### src/rtl/cpu_types_pkg.sv
// Shared CPU types: word and RAM handshake types plus the memory arbiter state.
package cpu_types_pkg;

  typedef logic [31:0] word_t;

  typedef enum logic [1:0] {
    FREE   = 2'd0,
    BUSY   = 2'd1,
    ACCESS = 2'd2,
    ERROR  = 2'd3
  } ramstate_t;

  typedef enum logic [1:0] {
    IDLE = 2'd0,
    IACC = 2'd1,
    DACC = 2'd2
  } arb_state_t;

endpackage

### src/rtl/mem_arbiter.sv
// Single-port RAM arbiter for instruction fetch and data access, data first.
// Optional fetch anti-starvation is built when MEM_ARB_STARVE_EN is defined.
module mem_arbiter
  import cpu_types_pkg::*;
#(
  parameter int RETRY_MAX  = 3,
  parameter int STARVE_LIM = 4
) (
  input  logic       CLK,
  input  logic       nRST,
  input  logic       iREN,
  input  word_t      iaddr,
  output logic       iwait,
  output word_t      iload,
  input  logic       dREN,
  input  logic       dWEN,
  input  word_t      daddr,
  input  word_t      dstore,
  output logic       dwait,
  output word_t      dload,
  output logic       err,
  output logic       ramREN,
  output logic       ramWEN,
  output word_t      ramaddr,
  output word_t      ramstore,
  input  word_t      ramload,
  input  ramstate_t  ramstate,
  output arb_state_t dbg_state
);

  // Handshake: a requester holds its REN/WEN high until its wait line reads 0;
  // wait=0 is a one-cycle completion strobe and the load data is valid only then.
  localparam int CNT_MAX = (RETRY_MAX > STARVE_LIM) ? RETRY_MAX : STARVE_LIM;
  localparam int CW      = $clog2(CNT_MAX + 2);

  arb_state_t    state_q, state_d;
  word_t         addr_q, addr_d;
  word_t         store_q, store_d;
  logic          wen_q, wen_d;
  logic [CW-1:0] retry_q, retry_d;
  logic          owner_req;
  logic          done;
  logic          arb;
  logic          force_i;
`ifdef MEM_ARB_STARVE_EN
  logic [CW-1:0] starve_q, starve_d, starve_cur;
`endif

  always_ff @(posedge CLK or negedge nRST) begin
    if (!nRST) begin
      state_q  <= IDLE;
      addr_q   <= '0;
      store_q  <= '0;
      wen_q    <= 1'b0;
      retry_q  <= '0;
`ifdef MEM_ARB_STARVE_EN
      starve_q <= '0;
`endif
    end else begin
      state_q  <= state_d;
      addr_q   <= addr_d;
      store_q  <= store_d;
      wen_q    <= wen_d;
      retry_q  <= retry_d;
`ifdef MEM_ARB_STARVE_EN
      starve_q <= starve_d;
`endif
    end
  end

  always_comb begin
    state_d   = state_q;
    addr_d    = addr_q;
    store_d   = store_q;
    wen_d     = wen_q;
    retry_d   = retry_q;
    iwait     = 1'b1;
    dwait     = 1'b1;
    err       = 1'b0;
    done      = 1'b0;
    arb       = 1'b0;
    force_i   = 1'b0;
    owner_req = (state_q == DACC) ? (dREN | dWEN) : iREN;

    // A RAM completion is honoured even if the owner drops its request that cycle.
    case (state_q)
      IDLE: arb = 1'b1;
      IACC, DACC: begin
        if (ramstate == ACCESS || (ramstate == ERROR && retry_q == CW'(RETRY_MAX))) begin
          done    = 1'b1;
          arb     = 1'b1;
          err     = (ramstate == ERROR);
          retry_d = '0;
          if (state_q == IACC) iwait = 1'b0;
          else                 dwait = 1'b0;
        end else if (!owner_req) begin
          state_d = IDLE;
          retry_d = '0;
        end else if (ramstate == ERROR) begin
          retry_d = retry_q + CW'(1);
        end
      end
      default: state_d = IDLE;
    endcase

`ifdef MEM_ARB_STARVE_EN
    starve_cur = starve_q;
    if (done && state_q == DACC && iREN && starve_q < CW'(STARVE_LIM))
      starve_cur = starve_q + CW'(1);
    starve_d = starve_cur;
    force_i  = iREN && (starve_cur == CW'(STARVE_LIM));
`endif

    if (arb) begin
      if ((dREN | dWEN) && !force_i) begin
        state_d = DACC;
        addr_d  = daddr;
        store_d = dstore;
        wen_d   = dWEN;
      end else if (iREN) begin
        state_d = IACC;
        addr_d  = iaddr;
        wen_d   = 1'b0;
`ifdef MEM_ARB_STARVE_EN
        starve_d = '0;
`endif
      end else begin
        state_d = IDLE;
      end
    end
  end

  assign ramREN    = (state_q != IDLE) && !wen_q;
  assign ramWEN    = (state_q == DACC) && wen_q;
  assign ramaddr   = addr_q;
  assign ramstore  = store_q;
  assign iload     = ramload;
  assign dload     = ramload;
  assign dbg_state = state_q;

endmodule

### config.mk
export PLATFORM = sky130hd
export DESIGN_NAME = mem_arbiter
export DESIGN_NICKNAME = d
export VERILOG_FILES = /design/src/rtl/cpu_types_pkg.sv /design/src/rtl/mem_arbiter.sv
export SDC_FILE = /design/constraint.sdc
export NUM_CORES = 1
export LEC_CHECK = 0
export ABC_CLOCK_PERIOD_IN_PS = 2210
export CAP_MARGIN = 20
export CORE_UTILIZATION = 34
export CTS_CLUSTER_SIZE = 24
export DETAILED_ROUTE_END_ITERATION = 8
export PLACE_DENSITY = 0.79
export REMOVE_ABC_BUFFERS = 1
export SLEW_MARGIN = 20
export SYNTH_ARGS = -nofsm -noshare
export SYNTH_HDL_FRONTEND = slang
export SYNTH_SLANG_ARGS = --single-unit
### constraint.sdc
create_clock -name CLK -period 2.21 [get_ports CLK]
set_input_delay 0.5525 -clock CLK [delete_from_list [all_inputs] [get_ports CLK]]
set_output_delay 0.5525 -clock CLK [all_outputs]
set_load 0.05 [all_outputs]
==> impl_results.md <==
* Placeable core area at 10,300 sq um
* Worst-margin pin slew at 0.525 ns
* Number of global-route vias before repair at 2,970
* Critical Path AT at 1.68 ns
* Synthesis-stage register bit count at 70
* Worst-case reg-to-reg path depth at 8
* Register share of total power at 25.1%
* CP Class: in -> out
* Gr usage total at 20.6%
* Final ANT Viol Nets at 0
* # diodes at 0
* Final hold violation count at 0
* DR pass1 iterations at 4
* Largest stage delay on the critical path at 0.50 ns
* Global placer's final weighted congestion at 0.840
* Status: complete, but fails checks
* Fin area at 5440 sq um
* Area after DPL at 5140 sq um
* Pint at 4.94 mW
* Seq/Total Area, Yosys at 48.8%
* Final period util at 101%
* Setup WS post-layout at -0.0257 ns
* First-pass GRT wire length at 16,800 um
* Overall power at 9.16 mW
* Sw Ratio at 46.1%
* Initial antenna violation count at 0
* Io pins at 270
* Pin count of the biggest net entering global routing at 71
* CP delay by family, top: buffers and inverters
* VDD IR max at 0.000970 V
* 1st-iter DRT viols at 126
* Worst R2R Start: dbg_state[1]$_DFFE_PN0P_
* Final Util at 52.9%
* Filler cells at 899
* WL final at 11,500 um
* # setup viols final at 1
* Commonest non-fill, non-tap cells in the layout: clkdlybuf4s50_1 (164), dfrtp_1 (70), o22ai_1 (34)
* Final Skew at 0.00984 ns
* Critical path startpoint category: input pin
* Leak pwr at 2.29 nW
* PortBufs at 173
* CTS tree: yes
* Min Hold Slack at 0.232 ns
* Distinct cells, synth at 28
* Worst Hold Class: in -> async
* Starting Density at 35.0%
* Crit path cell chain: clkdlybuf4s50_1 > nand2_2 > or3b_4 > buf_8
* Layout area overhead at 51.4%
* DIE HEIGHT at 105 um
* Clock share of power at 10.8%
* YS warnings at 0
* Fin nets at 559
* Inserted Clock Buffers at 9
* Longest Clk Path Bufs at 2
* RSZ-0062 raised after global routing: yes
* H-tree depth at 3
* Clk sinks at 70
* Cells after DPL at 536
* Reg2Reg Setup Slack at 0.16 ns
* Routed length per instance at 20.6 um
* Worst endpoint required time at 1.66 ns
* FF-to-FF End: ramstore[15]$_DFFE_PN0P_
* Fmax achieved at 0.447 GHz
* Clk slew on worst S/H paths at 0.07 ns
* Violations in the final reports: setup timing
* Final Max Tran Viols at 0
* Cell Area, Synth at 3590 sq um
* Sw power at 4.23 mW
* Worst-skew pair later-pin latency at 0.34 ns
* Finished Layout Cells at 558
* Hpwl dp at 8670 um
* Commonest non-fill, non-tap cell in the layout: clkdlybuf4s50_1
* Power per Cell Area at 1680 nW/um^2
* Cell row count at 37
* DRC Markers at 0
* Number of max-cap violations at 0
* Logic pwr share at 64.1%
* Root buf cell: clkbuf_8
* Post-synthesis instance total at 289
* Die area at 11,000 sq um
* Die X at 105 um
* CP endpoint kind: output port
* Slew Limit Headroom at 64.9%
* Crit path time final at 2.24 ns
* Crit Path Max Fanout at 2
* Syn avg cell area at 12.4 sq um
* Drt via density at 5.06
* Via count at 2,824
* Grt total ovfl at 0
* CP max-delay cell: clkdlybuf4s50_1
* Layout cells sized above 1 at 21.8%
* Worst Path Buf+Inv at 2
==> cell families (layout without fill, tap and decap cells) <==
kind of cell / count (synthesis) / count (layout) / synth area share, %
and+or+nand+nor: 23 / 23 / 3.97
AOI/OAI and AO/OA: 73 / 73 / 15.3
adders and majority gates: 6 / 6 / 2.09
DFF: 70 / 70 / 48.8
buffers and inverters: 84 / 217 / 16.4
muxes: 33 / 33 / 13.4
==> power groups by stage <==
stage | clock, mW | combinational (mW) | sequential (mW)
2_1_floorplan | 0 | 1.64 | 4.36
3_3_place_gp | 0 | 5.69 | 2.28
3_5_place_dp | 0 | 5.78 | 2.29
4_1_cts | 1.02 | 5.86 | 2.29
5_1_grt | 1.09 | 6.10 | 2.37
6_report | 0.985 | 5.88 | 2.30
==> Yosys cell counts <==
cell type	count	share of area, %
dfrtp_1	70	49
buf_4	67	14
o22ai_1	34	5.9
a2bb2oi_1	32	7.8
mux2_4	30	13
clkbuf_1	8	0.84
ha_1	6	2.1
nand2_1	6	0.63
inv_1	5	0.52
nor2_1	5	0.52
o21ai_0	4	0.56
buf_6	3	0.94
mux2_2	2	0.63
nor3b_1	2	0.42
o31ai_1	2	0.42
a31oi_4	1	0.59
and2_1	1	0.17
buf_2	1	0.14
mux2i_1	1	0.28
nand2b_4	1	0.38
nand4_1	1	0.17
nor2_2	1	0.17
nor3_1	1	0.14
nor3_2	1	0.28
nor3_4	1	0.45
or2_2	1	0.17
or3b_2	1	0.24
or4_1	1	0.21
==> state kept, by name (all words and copies together), names as in the netlist <==
signal,cells
ramaddr,32
ramstore,32
retry_q,3
dbg_state,2
wen_q,1
==> area by class of cell <==
class	count	area (sq um)	area share, %
Multi-Input combinational cell	135	1300	24.0
Sequential cell	70	1750	32.2
Clock buffer	11	141	2.60
Timing Repair Buffer	197	2000	36.9
Inverter	5	18.8	0.345
Clock inverter	4	47.5	0.874
Tap cell	136	170	3.13
==> metrics by stage <==
step / setup TNS (ns) / worst slack [ns]
floorplan: -42.89 / -0.933
global placement: -0.920 / -0.114
detailed placement: -1.49 / -0.115
CTS: -0.0252 / -0.0252
global route: -0.0951 / -0.0778
finish: -0.0257 / -0.0257
==> what timing repair did <==
action / 4_1_cts / 5_1_grt
setup buffers: 4 / 3
pin swaps: 2 / 4
setup endpoints to repair: 2 / 4
hold buffers: 0 / 0
resized for setup: 8 / 7
==> worst max-delay path by stage <==
| stage | from | to | slack (ns) | cells after the start |
|---|---|---|---|---|
| 2_1_floorplan | dbg_state[0]$_DFFE_PN0P_ | ramstore[14]$_DFFE_PN0P_ | -0.93 | 5 |
| 3_3_place_gp | ramstate[0] | dwait | -0.11 | 4 |
| 3_5_place_dp | ramstate[0] | dwait | -0.12 | 4 |
| 4_1_cts | retry_q[1]$_DFFE_PN0P_ | dwait | -0.03 | 5 |
| 5_1_grt | dbg_state[1]$_DFFE_PN0P_ | dwait | -0.08 | 5 |
| 6_report | ramstate[1] | dwait | -0.03 | 4 |
==> layer usage <==
layer,global-route usage (%),wire length [um],vias to the layer above
met5,5.24,60,-
met4,6.14,128,2
met3,16.0,1980,16
met2,28.4,4740,234
met1,24.0,4560,1327
li1,-,-,1245
Power figures use the tool's default switching activity.
